**src/rtl/icache_refill_ctrl.sv**
```systemverilog
// ICache line refill: one 4-beat INCR AXI4 read burst per miss, beats forwarded to the return buffer.
// Optional macro ICACHE_REFILL_RRESP_CHECK_EN enables the sticky refill_err flag.
module icache_refill_ctrl #(
    parameter int          ADDR_W   = 32,
    parameter logic [3:0]  ARID_VAL = 4'd0,
    parameter int          BEATS    = 4
) (
    input  logic              clk,
    input  logic              rst,
    input  logic              req_valid,
    output logic              req_ready,
    input  logic [ADDR_W-1:0] req_addr,
    output logic [ADDR_W-1:0] araddr,
    output logic [7:0]        arlen,
    output logic [2:0]        arsize,
    output logic [1:0]        arburst,
    output logic [3:0]        arid,
    output logic              arvalid,
    input  logic              arready,
    input  logic [31:0]       rdata,
    input  logic [1:0]        rresp,
    input  logic              rlast,
    input  logic              rvalid,
    output logic              rready,
    output logic              buf_rvalid,
    output logic              buf_rlast,
    output logic [31:0]       buf_rdata,
    output logic              refill_done,
    output logic              refill_err
);

    typedef enum logic [1:0] {S_IDLE, S_AR, S_R, S_DONE} state_t;

    state_t              r_state, w_state_nxt;
    logic [ADDR_W-1:0]   r_addr;
    logic [1:0]          r_cnt;
    logic                w_accept;
    logic                w_beat;
    logic                w_last_beat;
    logic                w_unused_lo;

    assign w_unused_lo = ^req_addr[3:0];

    assign arlen   = 8'(BEATS - 1);
    assign arsize  = 3'b010;
    assign arburst = 2'b01;
    assign arid    = ARID_VAL;
    assign araddr  = r_addr;

    assign w_accept    = (r_state == S_IDLE) && req_valid;
    assign w_beat      = (r_state == S_R) && rvalid;
    // Completion is decided by beat count alone; rlast only feeds the error check.
    assign w_last_beat = w_beat && (r_cnt == 2'(BEATS - 1));

    always_comb begin
        w_state_nxt = r_state;
        req_ready   = 1'b0;
        arvalid     = 1'b0;
        rready      = 1'b0;
        buf_rvalid  = 1'b0;
        buf_rlast   = 1'b0;
        buf_rdata   = rdata;
        refill_done = 1'b0;
        case (r_state)
            S_IDLE: begin
                req_ready = 1'b1;
                if (req_valid) w_state_nxt = S_AR;
            end
            S_AR: begin
                arvalid = 1'b1;
                if (arready) w_state_nxt = S_R;
            end
            S_R: begin
                rready     = 1'b1;
                buf_rvalid = w_beat;
                buf_rlast  = w_last_beat;
                if (w_last_beat) w_state_nxt = S_DONE;
            end
            S_DONE: begin
                refill_done = 1'b1;
                w_state_nxt = S_IDLE;
            end
            default: w_state_nxt = S_IDLE;
        endcase
    end

    always_ff @(posedge clk or posedge rst) begin
        if (rst) begin
            r_state <= S_IDLE;
            r_addr  <= '0;
            r_cnt   <= 2'd0;
        end else begin
            r_state <= w_state_nxt;
            if (w_accept) begin
                r_addr <= {req_addr[ADDR_W-1:4], 4'b0000};
                r_cnt  <= 2'd0;
            end else if (w_beat) begin
                r_cnt  <= r_cnt + 2'd1;
            end
        end
    end

`ifdef ICACHE_REFILL_RRESP_CHECK_EN
    logic r_err;
    logic w_beat_err;

    assign w_beat_err = w_beat && ((rresp != 2'b00) || (rlast != (r_cnt == 2'(BEATS - 1))));

    always_ff @(posedge clk or posedge rst) begin
        if (rst)             r_err <= 1'b0;
        else if (w_accept)   r_err <= 1'b0;
        else if (w_beat_err) r_err <= 1'b1;
    end

    assign refill_err = r_err;
`else
    logic w_unused_resp;
    assign w_unused_resp = ^{rresp, rlast};
    assign refill_err    = 1'b0;
`endif

endmodule

```
**config.mk**
```make
export PLATFORM = sky130hd
export DESIGN_NAME = icache_refill_ctrl
export DESIGN_NICKNAME = d
export VERILOG_FILES = /design/src/rtl/icache_refill_ctrl.sv
export SDC_FILE = /design/constraint.sdc
export NUM_CORES = 1
export LEC_CHECK = 0
export BUFFER_PORTS_ARGS = -buffer_cell sky130_fd_sc_hd__buf_2
export CORE_UTILIZATION = 38
export DETAILED_ROUTE_END_ITERATION = 8
export PLACE_DENSITY_LB_ADDON = 0.3
export SYNTH_ARGS = -nofsm -noshare
export SYNTH_HDL_FRONTEND = slang
export SYNTH_SLANG_ARGS = --single-unit
export TNS_END_PERCENT = 1
```
**constraint.sdc**
```tcl
create_clock -name clk -period 2.3 [get_ports clk]
set_clock_uncertainty 0.15 [all_clocks]
set_input_delay 0.345 -clock clk [delete_from_list [all_inputs] [get_ports clk]]
set_output_delay 0.345 -clock clk [all_outputs]
set_load 0.01 [all_outputs]
```
==> metrics.csv, run 1 <==
stage;metric;value;unit
sta;whs;142;ps
critical_path;r2r_setup_slack;440;ps
detailed_routing;viasPerCell;4.30;
global_routing;grt_max_degree;33;
detailed_routing;drtPass1Iterations;7;
sta;setup_tns;0;ps
pwr;swShare;0.328;
critical_path;required;2310;ps
pwr;p_switching;0.865;mW
placed_design;gp_congestion;0.662;
clock_tree;tritoncts;built;
global_routing;grt_pass1_wl;4470;um
clock_tree;htreeDepth;2;
sta;fmax;538;MHz
floorplan;boundaryPins;160;
clock_tree;clk_pin_slew;60;ps
global_routing;antenna_found_initial;0;
floorplan;dieWidth;70.9;um
sta;fin_crit_sh;0.808;
clock_tree;clk_latency;280;ps
pwr;p_seq_frac;0.383;
pwr;p_comb_frac;0.451;
logic_synthesis;netlist_instances;140;
floorplan;die-area;5030;um^2
sta;rsz0062_at_grt;false;
critical_path;crit_path_end_kind;flip-flop;
detailed_routing;wirelength;2740;um
job;drv_cap;0;
pwr;ir_drop;0.579;mV
global_routing;grt_pass1_vias;973;
floorplan;core;4440;um^2
detailed_routing;via_count;997;
critical_path;crit_fanout;28;
detailed_routing;wl_per_cell;11.8;um
detailed_routing;drc;10;
pwr;cellPowerDensity;1350;nW/um^2
final_layout;insertedDiodeCount;0;
final_layout;final_cell_mix;66 x buf_2, 32 x dfrtp_1, 22 x conb_1;
clock_tree;cts_root_buf;clkbuf_8;
sta;finalSetupViolCount;0;
placed_design;dp_hpwl;1940;um
pwr;p_clk_frac;0.166;
status;run_status;complete, but fails checks;
pwr;p_leak;1.11;nW
clock_tree;cts_buffers;5;
detailed_routing;drt_iter0_markers;47;
global_routing;grt.overflow.total;0;
floorplan;initial_core_util;0.406;
clock_tree;clkSinkCount;32;
sta;hold_violations;0;
clock_tree;cts_resized;0;
placed_design;post_dp_cell_area;1850;um^2
sta;slew_viol_final;0;
global_routing;grt_usage;0.119;
pwr;p_int;1.77;mW
placed_design;port_buffers;66;
logic_synthesis;seq_area_frac_synth;0.444;
critical_path;start_kind;flip-flop;
final_layout;final_util;0.441;
logic_synthesis;syn_area;1800;um^2
status;violations;DRC;
floorplan;row_count;24;
final_layout;drive_gt1_frac;0.583;
final_layout;areaGrowthSynthToFinish;8.53;%
hold_path;hp-class;in2reg;
pwr;total_power;2.64;mW
logic_synthesis;synth.ff_latch_count;32;
logic_synthesis;yosys_warnings;0;
logic_synthesis;ys_types;17;
critical_path;crit_type;reg2reg;
logic_synthesis;syn_area_per_cell;12.9;um^2
floorplan;die_h;70.9;um
clock_tree;cts.path.max_buffers;2;
final_layout;nets;256;
final_layout;final_common_cell;buf_2;
detailed_routing;postRouteAntennaNets;0;
critical_path;worstPathArrival;1870;ps
final_layout;post-route-cell-area;1960;um^2
sta;min_period;1860;ps
## synthesized netlist by cell type
| cell type | count | area [um^2] |
|---|---|---|
| conb_1 | 2 | 7.51 |
| buf_6 | 2 | 22.5 |
| mux2i_1 | 1 | 10.0 |
| a221oi_2 | 1 | 15.0 |
| nor2b_1 | 1 | 6.26 |
| xor2_1 | 1 | 8.76 |
| ha_1 | 5 | 62.6 |
| a21oi_1 | 2 | 10.0 |
| o32a_1 | 1 | 10.0 |
| and3_1 | 1 | 6.26 |
| mux2_4 | 20 | 300 |
| buf_4 | 54 | 405 |
| nand2_4 | 1 | 11.3 |
| nand2_1 | 2 | 7.51 |
| mux2_2 | 9 | 101 |
| inv_1 | 5 | 18.8 |
| dfrtp_1 | 32 | 801 |
## power groups by stage
stage	Clock, mW	Combinational (mW)	Sequential [mW]
6_report	0.438	1.19	1.01
2_1_floorplan	0	0.793	1.13
3_3_place_gp	0	1.19	1.01
4_1_cts	0.461	1.21	1.01
3_5_place_dp	0	1.22	1.00
5_1_grt	0.481	1.30	1.06
## metal layers
| layer | share of wire | GRT usage |
|---|---|---|
| met1 | 0.43 | 0.144 |
| met2 | 0.43 | 0.166 |
| met3 | 0.10 | 0.0413 |
| met4 | 0.038 | 0.104 |
| met5 | 0 | 0 |
## metrics by stage
step                      std cells  worst slack, ps
final                           232              442
after global routing            232              312
after CTS                       232              421
after detailed placement        223              426
after global placement          223              442
after floorplan                 160              621
## worst max-delay path, cell delays in order (launching register included)
cell,delay [ps]
dfrtp_1,400
inv_1,80
ha_1,310
nand2_4,410
mux2_2,390
## state kept, by name, indices dropped and copies added (netlist names)
signal	flops
araddr	28
r_cnt	2
r_state	2
## kinds of logic (layout without fill, tap and decap cells)
kind of cell / Yosys count / count (layout) / synth area share
DFF: 32 / 32 / 0.444
buffers and inverters: 61 / 81 / 0.248
other: 2 / 22 / 0.00416
xor gates and xnor gates: 1 / 1 / 0.00486
adders and majority gates: 5 / 5 / 0.0347
muxes: 30 / 30 / 0.228
and+or+nand+nor: 5 / 5 / 0.0173
AOI/OAI and AO/OA: 4 / 4 / 0.0194
## path summary, 6_finish.rpt
check / from / end / cells after the start
worst min register to register: araddr[13]$_DFFE_PP0P_ / araddr[13]$_DFFE_PP0P_ / 1
worst max register to register: r_state[0]$_DFFE_PP0P_ / araddr[18]$_DFFE_PP0P_ / 4
min in group asynchronous: rst / araddr[21]$_DFFE_PP0P_ / 4
worst max-delay path: r_state[0]$_DFFE_PP0P_ / araddr[18]$_DFFE_PP0P_ / 4
worst min-delay path: req_addr[4] / araddr[4]$_DFFE_PP0P_ / 2
max in group asynchronous: rst / r_state[0]$_DFFE_PP0P_ / 4
## final cells by class
type	count	area (um^2)
Sequential cell	32	801
Multi-Input combinational cell	67	632
Clock buffer	7	86.3
Timing Repair Buffer	68	348
Tap cell	52	65.1
Fill cell	433	2490
Inverter	5	18.8
Clock inverter	1	7.51
## what timing repair did
item | CTS | global route
hold buffers | 1 | 0
hold endpoints to repair | 20 | 0
buffers inserted | 0 | 0
Power figures use the tool's default switching activity.
==> run 2: changes to the inputs <==
CORE_UTILIZATION = 34   (was 38)
clock period = 1.7 ns   (was 2.3 ns; I/O delays follow)
==> run 2 against run 1 <==
Against the previous run: combinational power increased by 58%; global-route usage down 0.91 points; total power is 50% higher; largest power group unchanged; count of clock-buffer cells in the layout shrank 1; cell count increased by 11%; the run now ends clean; setup slack got worse by 410 ps; final area increased by 8.4%; sequential power increased by 35%; largest cell class unchanged; first-iteration DRC count fell by 51%.
==> metrics.csv, run 2 (synthesis gave the netlist of run 1 again) <==
stage;metric;value;unit
critical_path;path_cells;inv_2 > ha_4 > buf_6 > and3_4 > buf_6;
clock_tree;cts_root_buf;clkbuf_8;
global_routing;antenna_found_initial;0;
detailed_routing;wl_met2;1360;um
sta;min_period;1670;ps
final_layout;nets;263;
status;run_status;finished clean;
final_layout;largest_reg_flops;28;
placed_design;post_dp_cell_area;1930;um^2
sta;hold_violations;0;
floorplan;boundaryPins;160;
final_layout;areaGrowthSynthToFinish;17.6;%
critical_path;critPathTopFamily;flip-flops;
critical_path;worstPathArrival;1270;ps
critical_path;crit_type;reg2out;
final_layout;drive_gt1_frac;0.636;
detailed_routing;drtPass1Iterations;4;
pwr;cellPowerDensity;1860;nW/um^2
clock_tree;tritoncts;built;
global_routing;grt.overflow.total;0;
critical_path;r2r_setup_slack;40;ps
placed_design;port_buffers;66;
floorplan;core;5110;um^2
detailed_routing;highest_layer;met4;
critical_path;crit_fanout;4;
clock_tree;htreeDepth;2;
placed_design;dp_hpwl;2120;um
floorplan;die-area;5600;um^2
pwr;p_int;2.69;mW
critical_path;cp_slowest_cell;dfrtp_1;
global_routing;grt_usage;0.109;
sta;setup_tns;0;ps
job;drv_cap;0;
critical_path;worst-path-buf-inv;3;
detailed_routing;drt_iter0_markers;23;
critical_path;cp_slowest_stage_delay;380;ps
critical_path;required;1290;ps
placed_design;place_ws;-30.0;ps
sta;fin_crit_sh;0.983;
floorplan;die_h;74.8;um
final_layout;final.fill_count;513;
final_layout;post-route-cell-area;2120;um^2
detailed_routing;met3RoutedLength;254;um
final_layout;final_util;0.415;
pwr;p_comb_frac;0.477;
pwr;p_switching;1.26;mW
pwr;swShare;0.318;
global_routing;grt_pass1_vias;972;
sta;rsz0062_at_grt;true;
clock_tree;clkSinkCount;32;
sta;finalSetupViolCount;0;
pwr;p_clk_frac;0.179;
critical_path;critPathMostFrequentCell;buf_6;
pwr;p_leak;1.17;nW
final_layout;final_common_cell;buf_2;
clock_tree;cts_buffers;5;
detailed_routing;postRouteAntennaNets;0;
pwr;ir_drop;0.896;mV
critical_path;crit_path_end_kind;output port;
global_routing;grt_max_degree;33;
detailed_routing;drc;0;
final_layout;insertedDiodeCount;0;
critical_path;start_kind;flip-flop;
sta;fin_ws;28.1;ps
sta;fmax;598;MHz
floorplan;dieWidth;74.8;um
final_layout;final_cell_mix;65 x buf_2, 32 x dfrtp_1, 22 x conb_1;
detailed_routing;viasPerCell;4.12;
hold_path;hp-class;in2reg;
global_routing;grt_pass1_wl;4510;um
pwr;total_power;3.95;mW
pwr;p_seq_frac;0.344;
clock_tree;clk_latency;280;ps
detailed_routing;m1WireLength;1300;um
clock_tree;clk_pin_slew;70;ps
detailed_routing;wl_per_cell;11.6;um
detailed_routing;wirelength;2980;um
placed_design;gp_congestion;0.702;
sta;slew_viol_final;0;
floorplan;row_count;26;
detailed_routing;via_count;1059;
clock_tree;cts.path.max_buffers;2;
floorplan;initial_core_util;0.353;
[run 2: cell count changes in the layout (fill, tap and decap cells not counted), sizes merged]
cell and change:
buf +7, bufinv +1, clkbuf -1, clkinv +1, clkinvlp -1
[run 2: final cells by class]
type	count	area, um^2	area share
clock buffer	6	72.6	0.0342
timing repair buffer	75	439	0.207
sequential	32	801	0.377
inverter	5	18.8	0.00884
multi-input combinational	67	668	0.315
clock inverter	2	35.0	0.0165
tap	70	87.6	0.0413
[run 2: worst reg2reg max path, stage by stage, from the launching register on]
cell and delay, ps:
dfrtp_1 400, buf_6 130, ha_2 170, nor2b_4 120
a221oi_2 250, mux2_4 330
[run 2: metal layers]
layer / GRT usage / up-vias
li1: - / 471
met1: 0.126 / 510
met2: 0.162 / 59
met3: 0.0616 / 19
met4: 0.0566 / 0
met5: 0 / -
[run 2: path summary, 6_finish.rpt]
path	from	endpoint	cells after the start
min	req_addr[4]	araddr[4]$_DFFE_PP0P_	2
max reg2reg	r_state[0]$_DFFE_PP0P_	r_state[1]$_DFFE_PP0P_	5
min reg2reg	araddr[8]$_DFFE_PP0P_	araddr[8]$_DFFE_PP0P_	1
max	r_state[0]$_DFFE_PP0P_	buf_rlast	5
min in group asynchronous	rst	araddr[16]$_DFFE_PP0P_	4
max in group asynchronous	rst	araddr[29]$_DFFE_PP0P_	4
[run 2: stage by stage]
stage / hold slack, ps / cells
after floorplan: 196 / 160
after global placement: 223 / 245
after detailed placement: 221 / 245
after CTS: 36.9 / 256
after global routing: 25.9 / 257
final: 49.1 / 257
[run 2: power by group through the flow]
stage	Combinational, mW	Clock [mW]	Sequential, mW
finish	1.88	0.709	1.36
CTS	1.87	0.740	1.36
global placement	1.73	0	1.36
global route	2.04	0.770	1.41
floorplan	1.07	0	1.53
detailed placement	1.76	0	1.36
[run 2: repair_timing]
action | CTS | global route
resized for setup | 9 | 4
endpoints found under the hold margin | 32 | 0
hold buffers | 1 | 0
setup endpoints to repair | 28 | 27
pin swaps | 0 | 1
buffers inserted | 2 | 1
==> run 3: changes to the inputs <==
CAP_MARGIN = 20   (was not set)
SETUP_SLACK_MARGIN = 0.3   (was not set)
==> run 3 against run 2 <==
Against the previous run: first-iteration DRC count grew 17%; sequential power is essentially flat; via count decreased by 0.85%; maximum frequency up 1.4%; critical path depth is 1 lower; utilization is essentially flat; routed wire length grew 4.3%; register-to-register slack better by 40 ps; final area is essentially flat.
==> metrics.csv, run 3 (synthesis gave the netlist of run 1 again) <==
stage;metric;value;unit
detailed_routing;wirelength;3110;um
critical_path;cp_slowest_cell;dfrtp_2;
global_routing;grt_max_degree;33;
detailed_routing;via_count;1050;
detailed_routing;wl_per_cell;12.2;um
clock_tree;cts_buffers;5;
clock_tree;cts.path.max_buffers;2;
critical_path;crit_path_end_kind;output port;
global_routing;grt_pass1_vias;981;
pwr;p_leak;1.15;nW
final_layout;final_cell_mix;65 x buf_2, 30 x dfrtp_1, 22 x conb_1;
global_routing;grt_pass1_wl;4650;um
critical_path;start_kind;flip-flop;
critical_path;worst-path-buf-inv;2;
sta;finalSetupViolCount;0;
placed_design;port_buffers;66;
final_layout;final_common_cell;buf_2;
detailed_routing;drtPass1Iterations;4;
sta;rsz0062_at_grt;true;
final_layout;final.fill_count;505;
floorplan;initial_core_util;0.353;
pwr;cellPowerDensity;1820;nW/um^2
final_layout;areaGrowthSynthToFinish;17.7;%
critical_path;cp_slowest_stage_delay;460;ps
sta;fmax;607;MHz
global_routing;antenna_found_initial;0;
placed_design;gp_congestion;0.681;
critical_path;crit_fanout;5;
floorplan;die_h;74.8;um
job;drv_cap;0;
floorplan;dieWidth;74.8;um
clock_tree;clk_pin_slew;70;ps
clock_tree;htreeDepth;2;
final_layout;largest_reg_flops;28;
clock_tree;tritoncts;built;
sta;min_period;1650;ps
sta;slew_viol_final;0;
detailed_routing;viasPerCell;4.12;
floorplan;row_count;26;
critical_path;critPathTopFamily;flip-flops;
clock_tree;cts_root_buf;clkbuf_8;
final_layout;nets;261;
floorplan;boundaryPins;160;
final_layout;drive_gt1_frac;0.649;
critical_path;path_cells;inv_4 > ha_4 > and3_4 > buf_6;
critical_path;worstPathArrival;1240;ps
status;run_status;finished clean;
hold_path;hp-class;in2reg;
floorplan;core;5110;um^2
critical_path;required;1290;ps
global_routing;grt_usage;0.116;
clock_tree;clkSinkCount;32;
floorplan;die-area;5600;um^2
sta;whs;52.5;ps
detailed_routing;drt_iter0_markers;27;
sta;hold_violations;0;
critical_path;crit_type;reg2out;
clock_tree;clk_latency;280;ps
global_routing;grt.overflow.total;0;
pwr;ir_drop;0.843;mV
sta;setup_tns;0;ps
detailed_routing;postRouteAntennaNets;0;
placed_design;post_dp_cell_area;1950;um^2
final_layout;insertedDiodeCount;0;
final_layout;post-route-cell-area;2120;um^2
placed_design;dp_hpwl;2290;um
detailed_routing;drc;0;
sta;fin_crit_sh;0.970;
## run 3: changes by cell type in the layout (fill, tap and decap cells not counted), moves of 2 or more
cell,change
buf_6,-2
dfrtp_2,+2
ha_4,+2
dfrtp_1,-2
ha_2,-2
## run 3: metrics by stage
step	cells	worst slack (ps)	power (mW)	util
after floorplan	160	115	2.64	-
after global placement	244	72.9	3.13	0.383
after detailed placement	244	56.1	3.15	0.383
after CTS	255	35.5	3.88	0.409
after global routing	255	3.22	4.16	0.416
final	255	51.3	3.86	0.416
## run 3: layer usage
layer / global-route usage / vias up / share of wire
li1: - / 469 / -
met1: 0.142 / 481 / 0.41
met2: 0.156 / 75 / 0.43
met3: 0.0602 / 25 / 0.12
met4: 0.0818 / 0 / 0.041
met5: 0 / - / 0
## run 3: layout make-up
class	count	area [um^2]	area share
clock inverters	1	7.51	0.00354
multi-input cells	67	688	0.324
well taps	70	87.6	0.0412
repair buffers	73	429	0.202
clock buffers	7	86.3	0.0407
inverters	5	21.3	0.0100
flip-flops and latches	32	803	0.378
## run 3: final timing paths
kind | start | to | slack [ps] | depth (start not counted)
worst max-delay path | r_state[0]$_DFFE_PP0P_ | buf_rlast | 50 | 4
worst min-delay path | req_addr[24] | araddr[24]$_DFFE_PP0P_ | 50 | 2
worst max register to register | r_state[0]$_DFFE_PP0P_ | r_state[1]$_DFFE_PP0P_ | 80 | 4
worst min register to register | araddr[13]$_DFFE_PP0P_ | araddr[13]$_DFFE_PP0P_ | 350 | 1
max in group asynchronous | rst | r_state[1]$_DFFE_PP0P_ | 630 | 4
min in group asynchronous | rst | araddr[25]$_DFFE_PP0P_ | 460 | 4
## run 3: worst register-to-register path: cells and delay by family (launching register included)
family                     cells  cell delay, ps
DFF                            1             430
muxes                          1             330
buffers and inverters          1              60
AOI/OAI and AO/OA              1             340
adders and majority gates      1             180
## run 3: what timing repair did
item,4_1_cts,5_1_grt
endpoints found under the hold margin,32,0
gates resized for setup,4,8
pin swaps,1,1
setup buffers,2,0
setup endpoints to repair,38,36
hold buffers,1,0
## run 3: where the power goes
group / switching (mW) / internal, mW
logic: 0.774 / 1.11
clock network: 0.273 / 0.329
registers: 0.225 / 1.16
